**src/rtl/mmu_core_req_arbiter_if.sv**
```systemverilog
// rtl/mmu_core_req_arbiter_if.sv - MMU core request/response channel between the arbiter and the MMU interface
interface mmu_core_req_arbiter_if;
    logic        req;
    logic        lock;
    logic        data_store_ack;
    logic [1:0]  order;
    logic [3:0]  mask;
    logic        rw;
    logic [31:0] addr;
    logic [31:0] data;
    logic        rsp_req;
    logic        rsp_lock;
    logic        rsp_store_ack;
    logic [63:0] rsp_data;
    logic [23:0] rsp_flags;

    modport master (
        output req, data_store_ack, order, mask, rw, addr, data, rsp_lock,
        input  lock, rsp_req, rsp_store_ack, rsp_data, rsp_flags
    );
    modport slave (
        input  req, data_store_ack, order, mask, rw, addr, data, rsp_lock,
        output lock, rsp_req, rsp_store_ack, rsp_data, rsp_flags
    );
endinterface

```
**src/rtl/mmu_core_req_arbiter.sv**
```systemverilog
// rtl/mmu_core_req_arbiter.sv - fetch/ldst round-robin merge into the MMU core port with in-order read tag steering
// Optional sticky protocol checker: MIST1032ISA_MMU_ARB_PROTOCOL_CHECK_EN
module mmu_core_req_arbiter #(
    parameter int TAG_DEPTH   = 16,
    parameter int TAG_DEPTH_N = 4
) (
    input  logic        iCLOCK,
    input  logic        inRESET,
    input  logic        iFETCH_REQ,
    output logic        oFETCH_LOCK,
    input  logic [31:0] iFETCH_ADDR,
    output logic        oFETCH_REQ,
    input  logic        iFETCH_LOCK,
    output logic [63:0] oFETCH_DATA,
    output logic [23:0] oFETCH_MMU_FLAGS,
    input  logic        iLDST_REQ,
    output logic        oLDST_LOCK,
    input  logic        iLDST_DATA_STORE_ACK,
    input  logic [1:0]  iLDST_ORDER,
    input  logic [3:0]  iLDST_MASK,
    input  logic        iLDST_RW,
    input  logic [31:0] iLDST_ADDR,
    input  logic [31:0] iLDST_DATA,
    output logic        oLDST_REQ,
    input  logic        iLDST_LOCK,
    output logic        oLDST_STORE_ACK,
    output logic [63:0] oLDST_DATA,
    output logic [23:0] oLDST_MMU_FLAGS,
    mmu_core_req_arbiter_if.master mmu,
    output logic        oPROTOCOL_ERR
);
    logic                   valid_q, valid_d;
    logic [1:0]             order_q, order_d;
    logic [3:0]             mask_q, mask_d;
    logic                   rw_q, rw_d;
    logic [31:0]            addr_q, addr_d;
    logic [31:0]            data_q, data_d;
    logic                   sack_q, sack_d;
    logic                   tag_q, tag_d;
    logic                   rr_q, rr_d;
    logic [TAG_DEPTH-1:0]   tag_mem_q, tag_mem_d;
    logic [TAG_DEPTH_N-1:0] wr_ptr_q, wr_ptr_d, rd_ptr_q, rd_ptr_d;
    logic [TAG_DEPTH_N:0]   count_q, count_d;

    logic grant_fetch_raw, grant_ldst_raw, winner_read;
    logic tag_full, tag_block, issue_accept, load_en;
    logic fifo_empty, fifo_full, head_tag;
    logic rsp_ack, rsp_data, rsp_fetch, rsp_ldst;
    logic tag_push, tag_pop, do_push;
    logic [TAG_DEPTH_N+1:0] reserved;

    assign grant_fetch_raw = iFETCH_REQ && (!iLDST_REQ || !rr_q);
    assign grant_ldst_raw  = iLDST_REQ && (!iFETCH_REQ || rr_q);
    assign winner_read     = grant_fetch_raw || (grant_ldst_raw && !iLDST_RW);

    // A read sitting in the issue stage already owns a tag slot, so it counts toward full.
    assign reserved     = {1'b0, count_q} + (TAG_DEPTH_N+2)'(valid_q && !rw_q);
    assign tag_full     = reserved >= (TAG_DEPTH_N+2)'(TAG_DEPTH);
    assign tag_block    = tag_full && winner_read;
    assign issue_accept = valid_q && !mmu.lock;
    assign load_en      = (!valid_q || issue_accept) && !tag_block;

    assign oFETCH_LOCK = !(load_en && grant_fetch_raw);
    assign oLDST_LOCK  = !(load_en && grant_ldst_raw);

    assign fifo_empty = (count_q == '0);
    assign fifo_full  = (count_q == (TAG_DEPTH_N+1)'(TAG_DEPTH));
    assign head_tag   = tag_mem_q[rd_ptr_q];

    assign rsp_ack   = mmu.rsp_req && mmu.rsp_store_ack;
    assign rsp_data  = mmu.rsp_req && !mmu.rsp_store_ack;
    assign rsp_fetch = rsp_data && !fifo_empty && !head_tag;
    assign rsp_ldst  = rsp_data && !fifo_empty && head_tag;

    assign tag_push = issue_accept && !rw_q;
    assign tag_pop  = (rsp_fetch && !iFETCH_LOCK) || (rsp_ldst && !iLDST_LOCK);
    assign do_push  = tag_push && (!fifo_full || tag_pop);

    assign oFETCH_REQ       = rsp_fetch;
    assign oFETCH_DATA      = mmu.rsp_data;
    assign oFETCH_MMU_FLAGS = mmu.rsp_flags;
    assign oLDST_REQ        = rsp_ack || rsp_ldst;
    assign oLDST_STORE_ACK  = rsp_ack;
    assign oLDST_DATA       = mmu.rsp_data;
    assign oLDST_MMU_FLAGS  = mmu.rsp_flags;

    assign mmu.req            = valid_q;
    assign mmu.data_store_ack = sack_q;
    assign mmu.order          = order_q;
    assign mmu.mask           = mask_q;
    assign mmu.rw             = rw_q;
    assign mmu.addr           = addr_q;
    assign mmu.data           = data_q;

    always_comb begin
        mmu.rsp_lock = 1'b0;
        if (rsp_ack) begin
            mmu.rsp_lock = iLDST_LOCK;
        end else if (rsp_data) begin
            if (!fifo_empty) mmu.rsp_lock = head_tag ? iLDST_LOCK : iFETCH_LOCK;
        end else begin
            mmu.rsp_lock = !fifo_empty && (iFETCH_LOCK || iLDST_LOCK);
        end
    end

    always_comb begin
        valid_d = valid_q;
        order_d = order_q;
        mask_d  = mask_q;
        rw_d    = rw_q;
        addr_d  = addr_q;
        data_d  = data_q;
        sack_d  = sack_q;
        tag_d   = tag_q;
        rr_d    = rr_q;
        if (load_en) begin
            valid_d = grant_fetch_raw || grant_ldst_raw;
            if (grant_fetch_raw) begin
                order_d = 2'h2;
                mask_d  = 4'hF;
                rw_d    = 1'b0;
                addr_d  = iFETCH_ADDR;
                data_d  = 32'h0;
                sack_d  = 1'b0;
                tag_d   = 1'b0;
                rr_d    = 1'b1;
            end else if (grant_ldst_raw) begin
                order_d = iLDST_ORDER;
                mask_d  = iLDST_MASK;
                rw_d    = iLDST_RW;
                addr_d  = iLDST_ADDR;
                data_d  = iLDST_DATA;
                sack_d  = iLDST_DATA_STORE_ACK;
                tag_d   = 1'b1;
                rr_d    = 1'b0;
            end
        end else if (issue_accept) begin
            valid_d = 1'b0;
        end
    end

    always_comb begin
        tag_mem_d = tag_mem_q;
        wr_ptr_d  = wr_ptr_q;
        rd_ptr_d  = rd_ptr_q;
        if (do_push) begin
            tag_mem_d[wr_ptr_q] = tag_q;
            wr_ptr_d            = wr_ptr_q + 1'b1;
        end
        if (tag_pop) rd_ptr_d = rd_ptr_q + 1'b1;
        count_d = count_q + (TAG_DEPTH_N+1)'(do_push) - (TAG_DEPTH_N+1)'(tag_pop);
    end

    always_ff @(posedge iCLOCK or negedge inRESET) begin
        if (!inRESET) begin
            valid_q   <= 1'b0;
            order_q   <= 2'h0;
            mask_q    <= 4'h0;
            rw_q      <= 1'b0;
            addr_q    <= 32'h0;
            data_q    <= 32'h0;
            sack_q    <= 1'b0;
            tag_q     <= 1'b0;
            rr_q      <= 1'b0;
            tag_mem_q <= '0;
            wr_ptr_q  <= '0;
            rd_ptr_q  <= '0;
            count_q   <= '0;
        end else begin
            valid_q   <= valid_d;
            order_q   <= order_d;
            mask_q    <= mask_d;
            rw_q      <= rw_d;
            addr_q    <= addr_d;
            data_q    <= data_d;
            sack_q    <= sack_d;
            tag_q     <= tag_d;
            rr_q      <= rr_d;
            tag_mem_q <= tag_mem_d;
            wr_ptr_q  <= wr_ptr_d;
            rd_ptr_q  <= rd_ptr_d;
            count_q   <= count_d;
        end
    end

`ifdef MIST1032ISA_MMU_ARB_PROTOCOL_CHECK_EN
    logic err_q, err_d;

    always_comb begin
        err_d = err_q
              | (rsp_data && fifo_empty)
              | (tag_push && fifo_full)
              | (mmu.rsp_store_ack && !mmu.rsp_req);
    end

    always_ff @(posedge iCLOCK or negedge inRESET) begin
        if (!inRESET) err_q <= 1'b0;
        else          err_q <= err_d;
    end

    assign oPROTOCOL_ERR = err_q;
`else
    assign oPROTOCOL_ERR = 1'b0;
`endif
endmodule
```
**src/flat_wrapper.sv**
```systemverilog
// flat-port wrapper written by rule: the top's interface ports become plain ports
module mmu_core_req_arbiter_flat 
#(
    parameter int TAG_DEPTH   = 16,
    parameter int TAG_DEPTH_N = 4
)
  (iCLOCK, inRESET, iFETCH_REQ, oFETCH_LOCK, iFETCH_ADDR, oFETCH_REQ, iFETCH_LOCK, oFETCH_DATA, oFETCH_MMU_FLAGS, iLDST_REQ, oLDST_LOCK, iLDST_DATA_STORE_ACK, iLDST_ORDER, iLDST_MASK, iLDST_RW, iLDST_ADDR, iLDST_DATA, oLDST_REQ, iLDST_LOCK, oLDST_STORE_ACK, oLDST_DATA, oLDST_MMU_FLAGS, oPROTOCOL_ERR, mmu_req, mmu_data_store_ack, mmu_order, mmu_mask, mmu_rw, mmu_addr, mmu_data, mmu_rsp_lock, mmu_lock, mmu_rsp_req, mmu_rsp_store_ack, mmu_rsp_data, mmu_rsp_flags);
  mmu_core_req_arbiter_if mmu_i ();
  input  logic iCLOCK;
  input  logic inRESET;
  input  logic iFETCH_REQ;
  output logic oFETCH_LOCK;
  input  logic [31:0] iFETCH_ADDR;
  output logic oFETCH_REQ;
  input  logic iFETCH_LOCK;
  output logic [63:0] oFETCH_DATA;
  output logic [23:0] oFETCH_MMU_FLAGS;
  input  logic iLDST_REQ;
  output logic oLDST_LOCK;
  input  logic iLDST_DATA_STORE_ACK;
  input  logic [1:0] iLDST_ORDER;
  input  logic [3:0] iLDST_MASK;
  input  logic iLDST_RW;
  input  logic [31:0] iLDST_ADDR;
  input  logic [31:0] iLDST_DATA;
  output logic oLDST_REQ;
  input  logic iLDST_LOCK;
  output logic oLDST_STORE_ACK;
  output logic [63:0] oLDST_DATA;
  output logic [23:0] oLDST_MMU_FLAGS;
  output logic oPROTOCOL_ERR;
  output wire logic [$bits(mmu_i.req)-1:0] mmu_req;
  output wire logic [$bits(mmu_i.data_store_ack)-1:0] mmu_data_store_ack;
  output wire logic [$bits(mmu_i.order)-1:0] mmu_order;
  output wire logic [$bits(mmu_i.mask)-1:0] mmu_mask;
  output wire logic [$bits(mmu_i.rw)-1:0] mmu_rw;
  output wire logic [$bits(mmu_i.addr)-1:0] mmu_addr;
  output wire logic [$bits(mmu_i.data)-1:0] mmu_data;
  output wire logic [$bits(mmu_i.rsp_lock)-1:0] mmu_rsp_lock;
  input wire logic [$bits(mmu_i.lock)-1:0] mmu_lock;
  input wire logic [$bits(mmu_i.rsp_req)-1:0] mmu_rsp_req;
  input wire logic [$bits(mmu_i.rsp_store_ack)-1:0] mmu_rsp_store_ack;
  input wire logic [$bits(mmu_i.rsp_data)-1:0] mmu_rsp_data;
  input wire logic [$bits(mmu_i.rsp_flags)-1:0] mmu_rsp_flags;
  assign mmu_req = mmu_i.req;
  assign mmu_data_store_ack = mmu_i.data_store_ack;
  assign mmu_order = mmu_i.order;
  assign mmu_mask = mmu_i.mask;
  assign mmu_rw = mmu_i.rw;
  assign mmu_addr = mmu_i.addr;
  assign mmu_data = mmu_i.data;
  assign mmu_rsp_lock = mmu_i.rsp_lock;
  assign mmu_i.lock = mmu_lock;
  assign mmu_i.rsp_req = mmu_rsp_req;
  assign mmu_i.rsp_store_ack = mmu_rsp_store_ack;
  assign mmu_i.rsp_data = mmu_rsp_data;
  assign mmu_i.rsp_flags = mmu_rsp_flags;
  mmu_core_req_arbiter #(.TAG_DEPTH(TAG_DEPTH), .TAG_DEPTH_N(TAG_DEPTH_N)) u_core (.iCLOCK(iCLOCK), .inRESET(inRESET), .iFETCH_REQ(iFETCH_REQ), .oFETCH_LOCK(oFETCH_LOCK), .iFETCH_ADDR(iFETCH_ADDR), .oFETCH_REQ(oFETCH_REQ), .iFETCH_LOCK(iFETCH_LOCK), .oFETCH_DATA(oFETCH_DATA), .oFETCH_MMU_FLAGS(oFETCH_MMU_FLAGS), .iLDST_REQ(iLDST_REQ), .oLDST_LOCK(oLDST_LOCK), .iLDST_DATA_STORE_ACK(iLDST_DATA_STORE_ACK), .iLDST_ORDER(iLDST_ORDER), .iLDST_MASK(iLDST_MASK), .iLDST_RW(iLDST_RW), .iLDST_ADDR(iLDST_ADDR), .iLDST_DATA(iLDST_DATA), .oLDST_REQ(oLDST_REQ), .iLDST_LOCK(iLDST_LOCK), .oLDST_STORE_ACK(oLDST_STORE_ACK), .oLDST_DATA(oLDST_DATA), .oLDST_MMU_FLAGS(oLDST_MMU_FLAGS), .mmu(mmu_i), .oPROTOCOL_ERR(oPROTOCOL_ERR));
endmodule
```
**config.mk**
```make
export PLATFORM = sky130hd
export DESIGN_NAME = mmu_core_req_arbiter_flat
export DESIGN_NICKNAME = d
export VERILOG_FILES = /design/src/rtl/mmu_core_req_arbiter_if.sv /design/src/rtl/mmu_core_req_arbiter.sv /design/src/flat_wrapper.sv
export SDC_FILE = /design/constraint.sdc
export NUM_CORES = 1
export LEC_CHECK = 0
export BUFFER_PORTS_ARGS = -buffer_cell sky130_fd_sc_hd__buf_2
export CAP_MARGIN = 20
export CORE_AREA = 10 10 170 172
export DETAILED_ROUTE_END_ITERATION = 6
export DIE_AREA = 0 0 180 182
export PLACE_DENSITY = 0.63
export SLEW_MARGIN = 40
export SYNTH_ARGS = -nofsm -noshare
export SYNTH_HDL_FRONTEND = slang
export SYNTH_SLANG_ARGS = --single-unit
```
**constraint.sdc**
```tcl
create_clock -name iCLOCK -period 2.85 [get_ports iCLOCK]
set_input_delay 0.285 -clock iCLOCK [delete_from_list [all_inputs] [get_ports iCLOCK]]
set_output_delay 0.285 -clock iCLOCK [all_outputs]
set_load 0.05 [all_outputs]
```
Word-level counts from Yosys, hierarchy flattened. Index checks and enable logic that the tools add are counted. W data, S select, Z words.

Divide/modulo/power cells: 0. Equal/unequal tests: 1. Bitwise logic cells: 0. Reductions and logical operators: 49. Multiply operators: 0. Mux-type cells: 27. Order comparisons: 4. $add $sub $neg: 5. Shifts and indexed selects: 0.

Operator list (number): $mux W32 (4); $logic_and A1 B1 Y1 (20); $bwmux W16 (1); $logic_not A1 Y1 (16); $mux W1 (16); $lt A4 B5 Y1 const B (2); $logic_or A1 B1 Y1 (9); $add A4 B1 Y4 const B (2); $mux W4 (2); $add A5 B1 Y6 (1); $ge A6 B5 Y1 const B (1); $add A5 B1 Y5 (1); $eq A5 B5 Y1 const B (1); $logic_not A5 Y1 (1); $sub A5 B1 Y5 (1); $bmux W1 S4 (1); $demux W1 S4 (1); $ge A4 B1 Y1 const B (1); $mux W2 (2); $reduce_bool A2 Y1 (2); $reduce_and A2 Y1 (1).

Input port bits: 201. Bits in read-only memories: 0. Output and inout bits: 256. RAM bits: 0. Memories: 0. Bits in registers: 104. Latch bits: 0. Word-level logic and storage cells: 99.

Logic depth before layout (Yosys ltp).
Depth in word-level cells: 10. Gate-level depth with buffers: 14. Depth with buffers taken out: 13.

Least setup slack after synthesis. Ideal clock, no wire load.

Kind: reg2reg. From: register u_core.rd_ptr_q[2]. To: register u_core.count_q[4]. Path slack: -0.198 ns. Data arrival time: 2.969 ns. Buffers on the path: 1. Required time: 2.771 ns. Cell stages (with the launch flop): 14. Period minus slack after synthesis: 3.048 ns. Cell sequence: dfrtp_1 buf_2 mux4_2 mux2i_1 mux2i_1 mux2i_1 ha_1 inv_1 ha_1 fa_1 a21oi_1 nor2_1 nor2_1 xor2_1.

Word-level cells in the longest chain between the ends: 10.

Ends and longest elaborated chain: from (decl) (line mmu_core_req_arbiter.sv:42) `logic [TAG_DEPTH_N-1:0] wr_ptr_q, wr_ptr_d, rd_ptr_q, rd_ptr_d;`; from (signal assigned) (line mmu_core_req_arbiter.sv:181) `rd_ptr_q <= rd_ptr_d;`; $bmux W1 S4 * (line mmu_core_req_arbiter.sv:68) `assign head_tag = tag_mem_q[rd_ptr_q];`; $mux W1 (implied by the code) * (line mmu_core_req_arbiter.sv:68); $logic_not A1 Y1 (line mmu_core_req_arbiter.sv:72) `assign rsp_fetch = rsp_data && !fifo_empty && !head_tag;`; $logic_and A1 B1 Y1 (line mmu_core_req_arbiter.sv:72); $logic_and A1 B1 Y1 (line mmu_core_req_arbiter.sv:76) `assign tag_pop = (rsp_fetch && !iFETCH_LOCK) || (rsp_ldst && !iLDST_LOCK);`; $logic_or A1 B1 Y1 * (line mmu_core_req_arbiter.sv:76); $logic_or A1 B1 Y1 (line mmu_core_req_arbiter.sv:77) `assign do_push = tag_push && (!fifo_full || tag_pop);`; $logic_and A1 B1 Y1 (line mmu_core_req_arbiter.sv:77); $add A5 B1 Y5 (line mmu_core_req_arbiter.sv:151) `count_d = count_q + (TAG_DEPTH_N+1)'(do_push) - (TAG_DEPTH_N+1)'(tag_pop);`; $sub A5 B1 Y5 * (line mmu_core_req_arbiter.sv:151); net u_core.count_d[4] (line mmu_core_req_arbiter.sv:43) `logic [TAG_DEPTH_N:0] count_q, count_d;`; to (signal assigned) (line mmu_core_req_arbiter.sv:182) `count_q <= count_d;`; to (decl) (line mmu_core_req_arbiter.sv:43).

The timed path passes the listed nets; every way through them passes the cells marked *. The select of a mux whose other input is x is not followed. A chain may end at the register's enable or synchronous reset.

Worst setup path after layout. Same ends and word-level chain as after synthesis.

==> impl_metrics.toml <==
[run_status]
status = "finished, final reports clean"

[sta]
setup_viol = 0
fin_crit_sh_pct = 99.7
fin_ws_ns = 0.00927
period_minus_slack_ns = 2.84
clock_skew_ns = 0.0135
fmax_ghz = 0.352
worst_pin_slew_ns = 0.595
slew_headroom_pct = 60.3
rsz0062_at_grt = "yes"
finalHoldViolCount = 0
drv_slew = 0

[power]
ir_worst_vdd_v = 0.000674
power_mw = 8.79
leakagePower_nw = 3.33
power_density_nw_per_um2 = 1290

[synthesis]
synth_edf_count = 0
ys_async_sr_fraction_pct = 100
avgSynthCellArea_um2 = 10.5
synthFlopType = "dfrtp_1"
netlist_area_um2 = 6150
yosysSeqAreaShare_pct = 42.3
syn_inst = 588
synth-seq-cells = 104
yosysWarnings = 0
synth.largest_area_cell = "dfrtp_1"
synth_top_area_share_pct = 42.3
ys_types = 47
synth.area.top_cells = "dfrtp_1, buf_4, mux2i_1"
synth_nets = 804

[route]
final_antenna_net_count = 0
drt-met1-wl_um = 6500
wl_met3_um = 2140
viasPerCell = 4.23
drt_wl_total_um = 15800
wl_met2_um = 6570
wire_per_inst_um = 16.6
num_vias = 4046
drt_iter0_drc = 143
drc = 0
highest_layer = "met5"
first_pass_iters = 4

[cts]
clkLatencyLatePin_ns = 0.36
cts_tree = "yes"
clk_path_buf_depth = 2
clock_sinks = 104
cts_root_buf = "clkbuf_16"
cts.reportedPaths.clkPinSlew_ns = 0.09
htreeDepth = 3
cts_buffers = 9

[critical_path]
arrival_ns = 3.12
reg2reg_from = "u_core.rd_ptr_q[2]"
worst-setup-path-type = "flip-flop to flip-flop"
required_ns = 3.13
r2r-end = "u_core.count_q[4]"
end_kind = "flip-flop"
worst_r2r_path_depth = 12
crit_path_max_fanout = 5
r2r_setup_slack_ns = 0.009
startpoint_type = "flip-flop"

[placement]
globalplace.congestion = 0.757
pre_cts_ws_ns = -0.190
port_buffers = 191
placed_area_um2 = 6380
dp_cells = 937
dp.final_hpwl_um = 12400

[finish]
layout_commonest_cell = "buf_2"
final_util_pct = 26.6
final_cells = 956
layout-area-overhead-vs-synth_pct = 10.6
num-nets-final = 832
design_area_um2 = 6800
drive_gt1_share_pct = 41.7
layout_common_cells = "buf_2, dfrtp_1, nand2_1, a22o_1, mux2i_1"
insertedDiodeCount = 0

[job]
max-cap-violations = 0

[floorplan]
die_h_um = 182
start_util_pct = 24.0
die_area_um2 = 32800
die_width_um = 180
coreArea_um2 = 25600
io_pins = 457
fp-row-count = 59

[global_route]
grt_use_total_pct = 9.38
grt_pass1_wl_um = 24900
antenna_found_initial = 1
grt_pass1_vias = 4416
grt_max_degree = 66
grt_overflow = 0

[min_path]
hold_depth = 2
hp-start = "iLDST_DATA[18]"
hold_class = "input pin to flip-flop"
holdPathEnd = "u_core.mmu.data[18]"
==> critical path, cell delays in order, from the launching register on <==
cell and delay, ns:
dfrtp_2 0.46, mux4_2 0.57, mux2i_4 0.19, mux2i_4 0.10
mux2i_2 0.16, ha_1 0.27, inv_1 0.04, ha_2 0.18
fa_2 0.35, a21oi_2 0.12, nor2_1 0.04, nor2_1 0.11
xor2_1 0.16
==> cell type report <==
cell class              instances  area [um^2]
repair buffers                217         1210
fillers                      2701        18800
clock inverters                 7         93.8
multi-input cells             272         2210
inverters                      12         45.0
clock buffers                   9          225
well taps                     335          419
flip-flops and latches        104         2600
==> how the worst max path moves through the flow <==
stage / startpoint / end / depth (start not counted)
2_1_floorplan: u_core.rd_ptr_q[2] / u_core.count_q[4] / 13
3_3_place_gp: u_core.rd_ptr_q[2] / u_core.count_q[4] / 12
3_5_place_dp: u_core.rd_ptr_q[2] / u_core.count_q[4] / 12
4_1_cts: u_core.rd_ptr_q[2] / u_core.count_q[4] / 12
5_1_grt: u_core.rd_ptr_q[2] / u_core.count_q[4] / 12
6_report: u_core.rd_ptr_q[2] / u_core.count_q[4] / 12
==> where the power goes <==
part           switching [mW]  internal [mW]
clock                   0.665          0.645
combinational            3.25           1.55
sequential              0.511           2.17
total                    4.42           4.36
==> metrics by stage <==
| stage | setup TNS (ns) | hold WS [ns] |
|---|---|---|
| after floorplan | 0 | -0.0106 |
| after global placement | -0.143 | 0.446 |
| after detailed placement | -0.216 | 0.327 |
| after CTS | -0.0351 | 0.118 |
| after global routing | -0.169 | 0.116 |
| final | 0 | 0.141 |
==> cells by family (layout without fill, tap and decap cells) <==
| logic type | after synthesis | count (layout) | synth area share [%] |
|---|---|---|---|
| compound gates | 94 | 94 | 10.7 |
| xor+xnor | 8 | 8 | 1.14 |
| fa+ha+maj | 15 | 15 | 3.17 |
| buf+inv | 212 | 245 | 23.9 |
| flops | 104 | 104 | 42.3 |
| mux | 62 | 62 | 11.3 |
| other cells | 1 | 1 | 0.0610 |
| simple gates | 92 | 92 | 7.46 |
==> cells in the mapped netlist (2+ instances only) <==
| cell | instances |
|---|---|
| buf_4 | 177 |
| dfrtp_1 | 104 |
| nand2_1 | 47 |
| mux2i_1 | 39 |
| a22o_1 | 36 |
| o21ai_1 | 34 |
| clkbuf_1 | 19 |
| mux2_1 | 18 |
| ha_1 | 14 |
| nor3_1 | 13 |
| inv_1 | 11 |
| a21oi_1 | 6 |
| nand2b_1 | 6 |
| nor2_1 | 5 |
| o22a_1 | 5 |
| xor2_1 | 5 |
| a211oi_1 | 4 |
| mux4_2 | 4 |
| nor4_1 | 4 |
| nand3_1 | 3 |
| xnor2_1 | 3 |
| a21o_1 | 2 |
| a31oi_1 | 2 |
| and3_1 | 2 |
| buf_1 | 2 |
| nor3b_1 | 2 |
==> flip-flops by register name, summed over array words and instances, names as in the netlist <==
signal,flops
u_core.mmu.addr,32
u_core.mmu.data,32
u_core.tag_mem_q,16
u_core.count_q,5
u_core.mmu.mask,4
u_core.rd_ptr_q,4
u_core.wr_ptr_q,4
u_core.mmu.order,2
u_core.mmu.data_store_ack,1
u_core.mmu.req,1
u_core.mmu.rw,1
u_core.rr_q,1
u_core.tag_q,1
==> layer usage <==
metal / up-vias / global-route usage, %
li1: 1893 / -
met1: 1844 / 10.9
met2: 238 / 13.0
met3: 69 / 5.81
met4: 2 / 4.96
met5: - / 0
==> repair_timing <==
item | CTS | global route
endpoints found under the setup margin | 3 | 10
resized for setup | 6 | 12
buffers inserted | 3 | 0
hold buffers | 1 | 0
hold endpoints to repair | 62 | 0
pin swaps | 4 | 6
Power figures use the tool's default switching activity.
